[src/rtl/bound_flash_gen_if.sv]
// bound_flash_gen_if
//   Groups the lamp sequencer's control inputs and display/status outputs.
//   Ports carried:
//     flick  - start / kickback request (driven by master)
//     hold   - freeze request            (driven by master)
//     lamps  - N_LAMP-bit thermometer lamp bar (driven by slave)
//     phase  - 3-bit current state code  (driven by slave)
//     done   - one-cycle end-of-sequence pulse (driven by slave)
interface bound_flash_gen_if #(
  parameter int N_LAMP = 16
);
  logic              flick;
  logic              hold;
  logic [N_LAMP-1:0] lamps;
  logic [2:0]        phase;
  logic              done;

  modport master (
    output flick,
    output hold,
    input  lamps,
    input  phase,
    input  done
  );

  modport slave (
    input  flick,
    input  hold,
    output lamps,
    output phase,
    output done
  );
endinterface

[src/rtl/bound_flash_gen.sv]
// bound_flash_gen
//   Drives a thermometer-coded lamp bar through a fixed up/down bounce
//   pattern: 0 -> N_LAMP -> B1 -> B2 -> 0 -> B1 -> 0. Supports a kickback
//   on flick during the rises, a hold that freezes everything, a phase
//   status output and a one-cycle done pulse at the end of a sequence.
//   Ports:
//     clk   - system clock, rising edge
//     rst_n - asynchronous active-low reset
//     bus   - bound_flash_gen_if.slave (flick, hold in; lamps, phase, done out)
//
//   state | meaning
//   ------+-------------------------------------------------------
//   IDLE  | bar dark, waiting for flick on a tick
//   UP1   | rising 0 -> N_LAMP, kicks to KICK at B1/B2 on flick
//   DN1   | falling to B1
//   UP2   | rising to B2, flick at B2 re-enters DN1
//   DN2   | falling to 0
//   UP3   | rising to B1
//   DN3   | falling to 0, then done pulse and back to IDLE
//   KICK  | falling to 0, then restart UP1
module bound_flash_gen #(
  parameter int N_LAMP   = 16,
  parameter int B1       = 5,
  parameter int B2       = 10,
  parameter int TICK_DIV = 1
) (
  input  logic                 clk,
  input  logic                 rst_n,
  bound_flash_gen_if.slave     bus
);

  localparam int CW = $clog2(N_LAMP + 1);
  localparam int DW = (TICK_DIV > 1) ? $clog2(TICK_DIV) : 1;

  localparam logic [CW-1:0] TGT_TOP  = CW'(N_LAMP);
  localparam logic [CW-1:0] TGT_B1   = CW'(B1);
  localparam logic [CW-1:0] TGT_B2   = CW'(B2);
  localparam logic [CW-1:0] TGT_ZERO = '0;
  localparam logic [DW-1:0] DIV_LAST = DW'(TICK_DIV - 1);

  if (N_LAMP < 4) begin : g_chk_nlamp
    $fatal(1, "bound_flash_gen: N_LAMP must be at least 4");
  end
  if (!(B1 > 0 && B1 < B2)) begin : g_chk_b1
    $fatal(1, "bound_flash_gen: need 0 < B1 < B2");
  end
  if (B2 >= N_LAMP) begin : g_chk_b2
    $fatal(1, "bound_flash_gen: need B2 < N_LAMP");
  end
  if (TICK_DIV < 1) begin : g_chk_div
    $fatal(1, "bound_flash_gen: TICK_DIV must be at least 1");
  end

  typedef enum logic [2:0] {
    IDLE = 3'd0,
    UP1  = 3'd1,
    DN1  = 3'd2,
    UP2  = 3'd3,
    DN2  = 3'd4,
    UP3  = 3'd5,
    DN3  = 3'd6,
    KICK = 3'd7
  } state_t;

  state_t          state_q, state_d;
  logic [CW-1:0]   count_q, count_d;
  logic [CW-1:0]   count_inc, count_dec;
  logic [DW-1:0]   div_q, div_d;
  logic            done_q, done_d;
  logic            tick;
  logic [N_LAMP-1:0] lamps_w;

  assign count_inc = count_q + CW'(1);
  assign count_dec = count_q - CW'(1);

  // Divider only runs while hold is low, so a hold resumes the step
  // cadence from exactly where it stopped.
  assign tick = (div_q == DIV_LAST) && !bus.hold;

  always_comb begin
    div_d = div_q;
    if (!bus.hold) begin
      if (div_q == DIV_LAST) div_d = '0;
      else                   div_d = div_q + DW'(1);
    end
  end

  always_ff @(posedge clk or negedge rst_n) begin
    if (!rst_n) begin
      state_q <= IDLE;
      count_q <= '0;
      div_q   <= '0;
      done_q  <= 1'b0;
    end else begin
      state_q <= state_d;
      count_q <= count_d;
      div_q   <= div_d;
      done_q  <= done_d;
    end
  end

  always_comb begin
    state_d = state_q;
    count_d = count_q;
    done_d  = 1'b0;
    if (tick) begin
      unique case (state_q)
        IDLE: begin
          if (bus.flick) state_d = UP1;
        end
        UP1: begin
          count_d = count_inc;
          // Kickback outranks the top-of-bar target.
          if (bus.flick && (count_inc == TGT_B1 || count_inc == TGT_B2))
            state_d = KICK;
          else if (count_inc == TGT_TOP)
            state_d = DN1;
        end
        DN1: begin
          count_d = count_dec;
          if (count_dec == TGT_B1) state_d = UP2;
        end
        UP2: begin
          count_d = count_inc;
          if (count_inc == TGT_B2) state_d = bus.flick ? DN1 : DN2;
        end
        DN2: begin
          count_d = count_dec;
          if (count_dec == TGT_ZERO) state_d = UP3;
        end
        UP3: begin
          count_d = count_inc;
          if (count_inc == TGT_B1) state_d = DN3;
        end
        DN3: begin
          count_d = count_dec;
          if (count_dec == TGT_ZERO) begin
            state_d = IDLE;
            done_d  = 1'b1;
          end
        end
        KICK: begin
          count_d = count_dec;
          if (count_dec == TGT_ZERO) state_d = UP1;
        end
        default: state_d = IDLE;
      endcase
    end
  end

  always_comb begin
    lamps_w = '0;
    for (int i = 0; i < N_LAMP; i++) lamps_w[i] = (i < int'(count_q));
  end

  assign bus.lamps = lamps_w;
  assign bus.phase = state_q;
  // Masked by hold so a freeze that starts right after the last step
  // never shows a done pulse.
  assign bus.done  = done_q && !bus.hold;

endmodule

[src/flat_wrapper.sv]
// flat-port wrapper written by rule: the top's interface ports become plain ports
module bound_flash_gen_flat 
#(
  parameter int N_LAMP   = 16,
  parameter int B1       = 5,
  parameter int B2       = 10,
  parameter int TICK_DIV = 1
)
  (clk, rst_n, bus_flick, bus_hold, bus_lamps, bus_phase, bus_done);
  bound_flash_gen_if #(.N_LAMP(N_LAMP)) bus_i ();
  input  logic clk;
  input  logic rst_n;
  input wire logic [$bits(bus_i.flick)-1:0] bus_flick;
  input wire logic [$bits(bus_i.hold)-1:0] bus_hold;
  output wire logic [$bits(bus_i.lamps)-1:0] bus_lamps;
  output wire logic [$bits(bus_i.phase)-1:0] bus_phase;
  output wire logic [$bits(bus_i.done)-1:0] bus_done;
  assign bus_i.flick = bus_flick;
  assign bus_i.hold = bus_hold;
  assign bus_lamps = bus_i.lamps;
  assign bus_phase = bus_i.phase;
  assign bus_done = bus_i.done;
  bound_flash_gen #(.N_LAMP(N_LAMP), .B1(B1), .B2(B2), .TICK_DIV(TICK_DIV)) u_core (.clk(clk), .rst_n(rst_n), .bus(bus_i));
endmodule
[config.mk]
export PLATFORM = sky130hd
export DESIGN_NAME = bound_flash_gen_flat
export DESIGN_NICKNAME = d
export VERILOG_FILES = /design/src/rtl/bound_flash_gen_if.sv /design/src/rtl/bound_flash_gen.sv /design/src/flat_wrapper.sv
export SDC_FILE = /design/constraint.sdc
export NUM_CORES = 1
export LEC_CHECK = 0
export BUFFER_PORTS_ARGS = -buffer_cell sky130_fd_sc_hd__buf_2
export CAP_MARGIN = 20
export CORE_MARGIN = 2
export CORE_UTILIZATION = 40
export DETAILED_ROUTE_END_ITERATION = 12
export PLACE_DENSITY = 0.64
export SKIP_CTS_REPAIR_TIMING = 1
export SLEW_MARGIN = 5
export SYNTH_ARGS = -nofsm -noshare
export SYNTH_HDL_FRONTEND = slang
export SYNTH_SLANG_ARGS = --single-unit
[constraint.sdc]
create_clock -name clk -period 2.8 [get_ports clk]
set_input_delay 0.28 -clock clk [delete_from_list [all_inputs] [get_ports clk]]
set_output_delay 0.28 -clock clk [all_outputs]
set_load 0.02 [all_outputs]
==> flow_summary.yaml <==
worst_setup_path:
  cp_max_fo: 14
  crit_arrival_ns: 2.56
  r2r_setup_slack_ns: 0.40
  path_buf_inv: 1
  critPathCaptureType: "flop"
  worstReg2RegStart: "u_core.count_q[1]$_DFFE_PN0P_"
  path_delay_family: "compound AO/OA/AOI/OAI gates"
  cp_slowest_cell: "dfrtp_1"
  worst_r2r_endpoint: "u_core.bus.phase[0]$_DFFE_PN0P_"
  cp_cell_sequence: "inv_1 > ha_1 > and2b_4 > o41a_1 > o21ai_2 > nand2_2 > a211o_1 > a32oi_1"
  start_kind: "flop"
  critical_path_class: "flop to flop"
  required_ns: 2.96
  worstRegToRegCells: 8
  cpPeakStageDelay_ns: 0.60
sta:
  fin_crit_sh_pct: 85.73
  finClkSkew_ns: 0.002348
  report.final.slew_viol_count: 0
  fin_tns_setup_ns: 0
  max_freq_ghz: 0.4166
  final-hold-violation-count: 0
  relSlewSlack_pct: 59.51
  tightest_slew_ns: 0.6074
  period_minus_slack_ns: 2.400
  setup_violations: 0
  rsz0062_at_grt: "no"
logic_synthesis:
  yosys.area.top_type: "dfrtp_1"
  yosysTopAreaCellShare_pct: 21.28
  synth_edf_count: 0
  synthesis.area_um2: 1059
  ys.flop_type: "dfrtp_1"
  avgSynthCellArea_um2: 7.783
  synth_cell_types: 47
  synth_nets: 147
  synth_area_leaders: "dfrtp_1 (21%), ha_1 (8.3%), nand2_1 (5.7%), xnor2_1 (5.0%), o21ai_0 (4.3%)"
  yosysMostFrequentCell: "nand2_1"
  synthTopCellsByCount: "nand2_1 (16), inv_1 (11), dfrtp_1 (9), o21ai_0 (9)"
  ys_warn_count: 0
  seq_area_frac_synth_pct: 21.28
  async_reset_ff_share_pct: 100.0
  synth-seq-cells: 9
  syn_inst: 136
detailed_routing:
  drt-wirelength-per-cell_um: 13.98
  drt_iter0_drc: 46
  drt_pass1_iterations: 4
  vias: 1059
  drt-total-wl_mm: 2.587
  viasPerCell: 5.724
  detail-route-antenna-nets: 0
  drc: 0
min_path:
  hold_end: "u_core.done_q$_DFF_PN0_"
  min_path_type: "input port to flop"
  worstHoldPathCells: 3
  hp-start: "bus_hold"
clock_network:
  numCtsBuffers: 3
  h-tree-depth: 1
  worstSkewPairLatency_ns: 0.25
  tritoncts: "built"
  clockBufferDepth: 2
  root_buffer: "clkbuf_4"
  cts.sinks: 9
  path_clk_slew_ns: 0.06
die:
  num_rows: 18
  start_util_pct: 42.34
  dieHeight_um: 55.44
  die_x_um: 55.44
  fp.dieArea_um2: 3074
  ios: 24
  coreArea_um2: 2500
outcome:
  status: "complete, no violations"
placed_design:
  io_buffers: 23
  gp_congestion: 0.8267
  dp_hpwl_mm: 1.966
cells_and_area:
  seqCellArea_um2: 225.2
  n_fill_cell: 268
  post-route-util_pct: 47.85
  diodes: 0
  nNetsFinal: 167
  area_growth_pct: 13.00
  drive_gt1_share_pct: 22.58
  multi_input_area_um2: 740.7
run:
  drv_cap: 0
global_route:
  grt_max_degree: 20
  overflow: 0
  grt_pass1_vias: 948
  grt_use_total_pct: 17.14
  antenna_found_initial: 0
  grt_pass1_wl_mm: 4.333
power:
  irDropWorstVdd_uv: 694.1
  power.density_nw_per_um2: 1350
  p_leak_nw: 0.5193
[cell usage in the layout, fill, tap and decap left out, types with 5 or more instances in the layout]
master,instances
a21oi_1,7
inv_1,11
dfrtp_1,9
xnor2_1,6
nand2_1,16
ha_1,7
o21ai_0,9
nor2_1,5
buf_2,23
[power by group]
part / total, mW / internal [mW] / switching [mW] / leakage (nW)
registers: 0.402 / 0.185 / 0.217 / 0.108
logic: 1.11 / 0.439 / 0.675 / 0.396
clock network: 0.0990 / 0.0549 / 0.0442 / 0.0150
total: 1.62 / 0.679 / 0.936 / 0.519
[stage by stage]
stage          std cells  power (mW)  worst slack (ns)  hold WS, ns  instance area [µm²]
6_report             185       1.615            0.3996       0.3631                 1196
3_3_place_gp         180       1.496            0.5169       0.1420                 1160
5_1_grt              185       1.759            0.1793       0.3515                 1196
4_1_cts              184       1.615            0.3846      -0.1356                 1186
2_1_floorplan        136       1.241            0.6673     -0.01559                 1059
3_5_place_dp         180       1.506            0.4123       0.1488                 1160
[worst min-delay path, stage by stage]
cell    delay, ns
buf_2        0.13
or4_1        0.12
nor4_1       0.05
[flip-flops by register name, indices dropped and copies added (netlist names)]
| register | flops |
|---|---|
| u_core.bus.phase | 3 |
| u_core.done_q | 1 |
| u_core.count_q | 5 |
[final cells by class]
class,count,share of cell area (%)
tap,30,3.138
timing repair buffer,24,10.46
sequential,9,18.83
multi-input combinational,107,61.92
inverter,11,3.452
clock buffer,4,2.197
[routing by layer]
layer	global-route usage, %	part of all wire (%)
met3	2.342	4.4
met4	7.317	0.54
met1	23.56	49
met2	26.70	46
met5	0	0
[cells by family (layout without fill, tap and decap cells)]
kind of cell	count (synthesis)	count (layout)	share of synthesized area, %
compound gates	41	41	26.72
xor+xnor	7	7	5.792
fa+ha+maj	8	8	9.220
buf+inv	20	39	8.747
flops	9	9	21.28
mux	2	2	2.128
simple gates	49	49	26.13
[worst max-delay path by stage]
stage	to	from	cells past startpoint
after CTS	u_core.bus.phase[0]$_DFFE_PN0P_	u_core.count_q[1]$_DFFE_PN0P_	8
after floorplan	u_core.bus.phase[1]$_DFFE_PN0P_	u_core.count_q[0]$_DFFE_PN0P_	9
after detailed placement	u_core.bus.phase[0]$_DFFE_PN0P_	u_core.count_q[1]$_DFFE_PN0P_	8
final	u_core.bus.phase[0]$_DFFE_PN0P_	u_core.count_q[1]$_DFFE_PN0P_	8
after global placement	u_core.bus.phase[0]$_DFFE_PN0P_	u_core.count_q[1]$_DFFE_PN0P_	8
after global routing	u_core.bus.phase[1]$_DFFE_PN0P_	u_core.count_q[1]$_DFFE_PN0P_	7
Power figures use the tool's default switching activity.
